`src/rtl/unidad_control_pkg.sv`:
```
// Shared encodings for the main control unit.
// Opcode constants, ALU/write-back select codes and the decode bundle.
package unidad_control_pkg;

    localparam logic [6:0] OP_R     = 7'b0110011;
    localparam logic [6:0] OP_I     = 7'b0010011;
    localparam logic [6:0] OP_LOAD  = 7'b0000011;
    localparam logic [6:0] OP_STORE = 7'b0100011;
    localparam logic [6:0] OP_LUI   = 7'b0110111;
    localparam logic [6:0] OP_NOP   = 7'b0000000;

    localparam logic [2:0] F3_ADD = 3'b000;
    localparam logic [2:0] F3_SRL = 3'b101;
    localparam logic [2:0] F3_OR  = 3'b110;
    localparam logic [2:0] F3_AND = 3'b111;

    typedef enum logic [1:0] {
        ALU_ADD = 2'b00,
        ALU_SRL = 2'b01,
        ALU_OR  = 2'b10,
        ALU_AND = 2'b11
    } alu_op_t;

    typedef enum logic [1:0] {
        WB_ALU = 2'b00,
        WB_MEM = 2'b01,
        WB_IMM = 2'b10
    } wb_sel_t;

    typedef enum logic {
        IMM_I = 1'b0,
        IMM_S = 1'b1
    } imm_sel_t;

    typedef struct packed {
        logic [1:0] alu_reg;
        logic [1:0] alu_op;
        logic       alu_src;
        logic       we_mem;
        logic       we_reg;
        logic       imm_src;
        logic       illegal;
    } ctrl_t;

    localparam ctrl_t CTRL_ZERO = '0;

endpackage

```
`src/rtl/unidad_control_decode.sv`:
```
// Combinational opcode/funct3 decode into the control bundle.
// Unsupported encodings yield an all-zero bundle with only illegal set.
module control_decode
    import unidad_control_pkg::*;
(
    input  logic [6:0] opcode,
    input  logic [2:0] funct,
    output ctrl_t      ctrl
);

    logic       alu_ok;
    logic [1:0] alu_fn;

    always_comb begin
        alu_ok = 1'b1;
        alu_fn = ALU_ADD;
        unique case (funct)
            F3_ADD:  alu_fn = ALU_ADD;
            F3_SRL:  alu_fn = ALU_SRL;
            F3_OR:   alu_fn = ALU_OR;
            F3_AND:  alu_fn = ALU_AND;
            default: alu_ok = 1'b0;
        endcase
    end

    always_comb begin
        ctrl = CTRL_ZERO;
        case (opcode)
            OP_R, OP_I: begin
                if (alu_ok) begin
                    ctrl.alu_reg = WB_ALU;
                    ctrl.alu_op  = alu_fn;
                    ctrl.alu_src = (opcode == OP_I);
                    ctrl.we_reg  = 1'b1;
                    ctrl.imm_src = IMM_I;
                end else begin
                    ctrl.illegal = 1'b1;
                end
            end
            OP_LOAD: begin
                ctrl.alu_reg = WB_MEM;
                ctrl.alu_src = 1'b1;
                ctrl.we_reg  = 1'b1;
                ctrl.imm_src = IMM_I;
            end
            OP_STORE: begin
                ctrl.alu_reg = WB_ALU;
                ctrl.alu_src = 1'b1;
                ctrl.we_mem  = 1'b1;
                ctrl.imm_src = IMM_S;
            end
            OP_LUI: begin
                ctrl.alu_reg = WB_IMM;
                ctrl.alu_src = 1'b1;
                ctrl.we_reg  = 1'b1;
                ctrl.imm_src = IMM_I;
            end
            OP_NOP:  ctrl = CTRL_ZERO;
            default: ctrl.illegal = 1'b1;
        endcase
    end

endmodule

```
`src/rtl/unidad_control.sv`:
```
// Main control unit: registered outputs of the opcode/funct3 decode.
// One cycle of latency; synchronous reset clears every output.
module unidad_control
    import unidad_control_pkg::*;
(
    input  logic       clk,
    input  logic       rst,
    input  logic [6:0] opcode,
    input  logic [2:0] funct,
    output logic [1:0] ALUreg,
    output logic [1:0] ALUop,
    output logic       ALUsrc,
    output logic       WEmem,
    output logic       WEreg,
    output logic       immsrc,
    output logic       illegal
);

    ctrl_t dec;
    ctrl_t q;

    control_decode u_decode (
        .opcode (opcode),
        .funct  (funct),
        .ctrl   (dec)
    );

    always_ff @(posedge clk) begin
        if (rst) begin
            q <= CTRL_ZERO;
        end else begin
            q <= dec;
        end
    end

    assign ALUreg  = q.alu_reg;
    assign ALUop   = q.alu_op;
    assign ALUsrc  = q.alu_src;
    assign WEmem   = q.we_mem;
    assign WEreg   = q.we_reg;
    assign immsrc  = q.imm_src;
    assign illegal = q.illegal;

endmodule

```
`config.mk`:
```
export PLATFORM = sky130hd
export DESIGN_NAME = unidad_control
export DESIGN_NICKNAME = d
export VERILOG_FILES = /design/src/rtl/unidad_control_pkg.sv /design/src/rtl/unidad_control_decode.sv /design/src/rtl/unidad_control.sv
export SDC_FILE = /design/constraint.sdc
export NUM_CORES = 1
export LEC_CHECK = 0
export ABC_CLOCK_PERIOD_IN_PS = 3100
export BUFFER_PORTS_ARGS = -buffer_cell sky130_fd_sc_hd__buf_4
export CAP_MARGIN = 20
export CORE_AREA = 3 3 40 42
export DETAILED_ROUTE_END_ITERATION = 8
export DIE_AREA = 0 0 43 45
export PLACE_DENSITY_LB_ADDON = 0.3
export SLEW_MARGIN = 20
export SYNTH_ARGS = -nofsm -noshare
export SYNTH_HDL_FRONTEND = slang
export SYNTH_SLANG_ARGS = --single-unit
```
`constraint.sdc`:
```
create_clock -name clk -period 3.1 [get_ports clk]
set_input_delay 0.465 -clock clk [delete_from_list [all_inputs] [get_ports clk]]
set_output_delay 0.465 -clock clk [all_outputs]
set_load 0.01 [all_outputs]
```
======== Word level (Yosys, flattened, before mapping) ========
Index checks and enable logic that the tools add are counted.
storage, ports and cells
  flip-flop bits (word level) ............. 9
  latch bits .............................. 0
  bits in writable memories ............... 0
  bits in read-only memories .............. 0
  input bits .............................. 12
  output and inout port bits .............. 9
  logic and storage cells ................. 36
  memories ................................ 0
cells by class
  $add $sub $neg .......................... 0
  multiply operators ...................... 0
  divide/modulo/power cells ............... 0
  magnitude comparators ................... 0
  eq/ne operators ......................... 8
  shift-type cells ........................ 0
  multiplexer cells ....................... 11
  bitwise logic cells ..................... 2
  reductions and logical operators ........ 8
operators by type and width
  cell                                                              number
  7-bit by 6-bit == test with 1-bit output (second input constant)  3
  2-bit case mux with 3 select lines                                2
  3-bit == test (second input constant)                             3
  1-bit case mux with 2 select lines                                4
  4-bit OR reduction                                                2
  7-bit by 2-bit == test with 1-bit output (second input constant)  1
  7-bit by 5-bit == test with 1-bit output (second input constant)  1
  7-bit zero test                                                   1
  3-bit OR reduction                                                2
  1-bit 2-to-1 mux                                                  4
  2-bit OR reduction                                                2
  3-bit zero test                                                   1
  2-bit 2-to-1 mux                                                  1
  1-bit inverter                                                    2

======== Longest topological paths before layout ========
  word-level depth ........................ 5
  mapped depth ............................ 3
  gate-level depth less buffers ........... 3

======== Cells and area by module ========
Synthesis repeated with hierarchy kept, for this count alone.
second synthesis, totals
  cells, all modules ...................... 42
  area, all modules ....................... 394.1 µm²
modules (own cells, without submodules)
  module          times used  cells an instance  area an instance (µm²)  seq. area each (µm²)
  unidad_control  1           18                 236.5                   180.2
  control_decode  1           24                 157.7                   0.0

======== Least setup slack after synthesis ========
OpenSTA, ideal clock, no wires.
  kind .................................... input to register
  start ................................... in opcode[6]
  end ..................................... reg q (netlist bit illegal)
  setup time .............................. 0.116 ns
  arrival ................................. 1.186 ns
  data required time ...................... 2.984 ns
  setup slack ............................. 1.798 ns
  stages .................................. 2
  path buffers ............................ 0
  cells stage by stage .................... or4_4 -> and4_1
on the way
  cells in the longest elaborated chain, start to end .. 3
  elaborated cells on any way between the ends .. 9
  classes of those cells .................. 5 x eq/ne; 1 x mux; 3 x reduce/logical
ends and longest elaborated chain
  element                                                                    line                         text
  from (decl)                                                                unidad_control.sv:8          input logic [6:0] opcode,
  7-bit by 6-bit == test with 1-bit output (tied with other cells)           unidad_control_decode.sv:28  case (opcode)
  4-bit OR reduction (no line) / 2-bit OR reduction (equally long branches)  -
  1-bit case mux with 2 select lines (*)                                     unidad_control_decode.sv:28
  to (signal assigned)                                                       unidad_control.sv:30         q <= CTRL_ZERO;
  to (signal assigned)                                                       unidad_control.sv:32         q <= dec;
  to (decl)                                                                  unidad_control.sv:20         ctrl_t q;
Mark *: on every way between the ends. The rest lies on a longest branch, timed or not.
A chain may end at the register's enable or synchronous reset.

======== Worst setup path after layout ========
Same ends and word-level chain as after synthesis.

==> flow_summary.json <==
{
  "clkTransAtPathRegs_ns": 0.05,
  "yosysMostFrequentCell": "dfxtp_1",
  "fin_cells": 70,
  "ys_seq_area_share_pct": 45.1,
  "place_area_um2": 517,
  "leakagePower_nw": 0.238,
  "grt_overflow_total": 0,
  "synth-async-reset-ratio_pct": 0,
  "synthTopCellsByArea": "dfxtp_1 45%, and4_2 5.6%, a31oi_1 5.3%",
  "clock.fmax_mhz": 834,
  "die_w_um": 43,
  "cts-root-buf": "clkbuf_4",
  "ys_ff_latch": 8,
  "dieArea_um2": 1940,
  "rsz0062_at_grt": "no",
  "globalplace.congestion": 0.721,
  "synth-edff-count": 0,
  "syn_area_um2": 355,
  "grt_start_max_net_pins": 9,
  "start_util_pct": 27.7,
  "synth.distinct_cells": 19,
  "internal_power_w": 0.000163,
  "diodes": 0,
  "dp_hpwl_um": 589,
  "finalNetCount": 69,
  "critPathLaunchType": "primary input",
  "drt-initial-drc-count": 0,
  "wl_met1_um": 302,
  "ant_nets": 0,
  "hp-class": "primary input to register",
  "syn_nets": 45,
  "critPathRequiredTime_ns": 3.23,
  "min_path_cells": 2,
  "maxCapViolCount": 0,
  "core_um2": 1280,
  "std_cell_rows": 13,
  "drive_gt1_share_pct": 54.5,
  "grt_pass1_wl_mm": 1.10,
  "synthTopCellsByCount": "8 x dfxtp_1, 3 x a31oi_1, 3 x nor2_1",
  "hold_path_startpoint": "rst",
  "first_pass_iters": 1,
  "die_h_um": 45,
  "vias_per_cell": 4.56,
  "pwr_density_cell_nw_per_um2": 382,
  "htree_levels": 1,
  "grt_usage_pct": 8.04,
  "tritoncts": "done",
  "yosys_warnings": 0,
  "cts.sinks": 8,
  "fin_crit_ns": 1.20,
  "p_clk_share_pct": 35.6,
  "status": "completed",
  "wirelength_um": 695,
  "drc": 0,
  "cts_resized": 0,
  "crit_fanout": 4,
  "cp-end-kind": "register",
  "cts_buffers": 3,
  "arrival_ns": 1.33,
  "fin_crit_sh_pct": 38.7,
  "areaGrowthSynthToFinish_pct": 51.8,
  "tns_ns": 0,
  "synth_area_leader_cell": "dfxtp_1",
  "dp_cells": 67,
  "avgRoutedWirePerCell_um": 9.93,
  "grt_pass1_vias": 284,
  "switching_share_pct": 20.6,
  "synth_top_area_share_pct": 45.1,
  "route.met2.wl_um": 288,
  "ir_worst_vdd_mv": 0.105,
  "dr_total_vias": 319,
  "syn_avg_cell_area_um2": 10.8,
  "syn_inst": 33,
  "slew_headroom_pct": 83.4,
  "synthFlopType": "dfxtp_1",
  "numPortBuffers": 20,
  "routed.top_layer": "met3",
  "pwr-share-seq_pct": 50.9,
  "hold_viol_final": 0,
  "worst-setup-path-type": "primary input to register",
  "cts_max_path_buffers": 2,
  "final_area_um2": 539,
  "antenna_found_initial": 0,
  "hold_end": "ALUsrc",
  "power_switching_w": 0.0000424,
  "comb_power_share_pct": 13.5,
  "postCtsHoldBufs": 0,
  "wl_met3_um": 104,
  "tightest_slew_ns": 0.249,
  "io_pins": 21,
  "cts_setup_buffers": 0,
  "final_max_slew_viol_count": 0,
  "setup_viol": 0
}
placed cells by master (no fill, tap or decap), types with 2 or more instances in the layout:
cell,Yosys,final
buf_4,1,20
dfxtp_1,8,8
nor2_1,3,3
a31oi_1,3,3
clkbuf_4,0,3
and2_1,2,2
nand3_1,2,2
and4_2,2,2
power by group through the flow:
stage	Combinational [W]	Clock, W	Sequential, W
2_1_floorplan	0.00000791	0	0.000107
4_1_cts	0.0000281	0.0000785	0.000105
6_report	0.0000279	0.0000732	0.000105
5_1_grt	0.0000309	0.0000825	0.000105
3_5_place_dp	0.0000281	0	0.000107
3_3_place_gp	0.0000279	0	0.000107
worst max-delay path, stage by stage:
cell and delay, ns:
buf_4 0.12, or4_4 0.55, and4_1 0.20
flip-flops by register name, summed over array words and instances (netlist names):
register and flops:
ALUreg 2, illegal 1, immsrc 1, ALUop 2, WEreg 1, ALUsrc 1
through the flow:
stage	utilization, %	hold WS [ns]	total power (W)	worst slack [ns]
after floorplan	-	0.534	0.000115	1.80
after global placement	40.2	0.672	0.000135	1.66
after detailed placement	40.2	0.671	0.000135	1.65
after CTS	42.0	0.409	0.000211	1.91
after global routing	42.0	0.416	0.000218	1.83
final	42.0	0.419	0.000206	1.90
area by class of cell:
type	count	area [um2]
tap	15	18.8
inverter	1	3.75
fill	136	746
sequential	8	160
clock buffer	3	22.5
multi-input combinational	23	184
timing repair buffer	20	150
cell families after synthesis:
kind of cell    Yosys count  synth area share [%]
compound gates            6                  12.7
buf+inv                   2                  3.17
flops                     8                  45.1
simple gates             17                  39.1
per-layer routing:
metal	global-route usage (%)	vias to the layer above
met2	10.2	17
met1	9.31	130
met4	9.04	0
met5	0	-
met3	3.59	0
li1	-	172
how the worst max path moves through the flow:
stage,endpoint,cells after the start,start,slack [ns]
after global routing,immsrc,4,opcode[6],1.83
after global placement,illegal,3,opcode[6],1.66
after detailed placement,illegal,3,opcode[6],1.65
final,illegal,3,opcode[6],1.90
after floorplan,illegal,2,opcode[6],1.80
after CTS,illegal,3,opcode[6],1.91
Note: power is estimated with default switching activity, not from simulation.
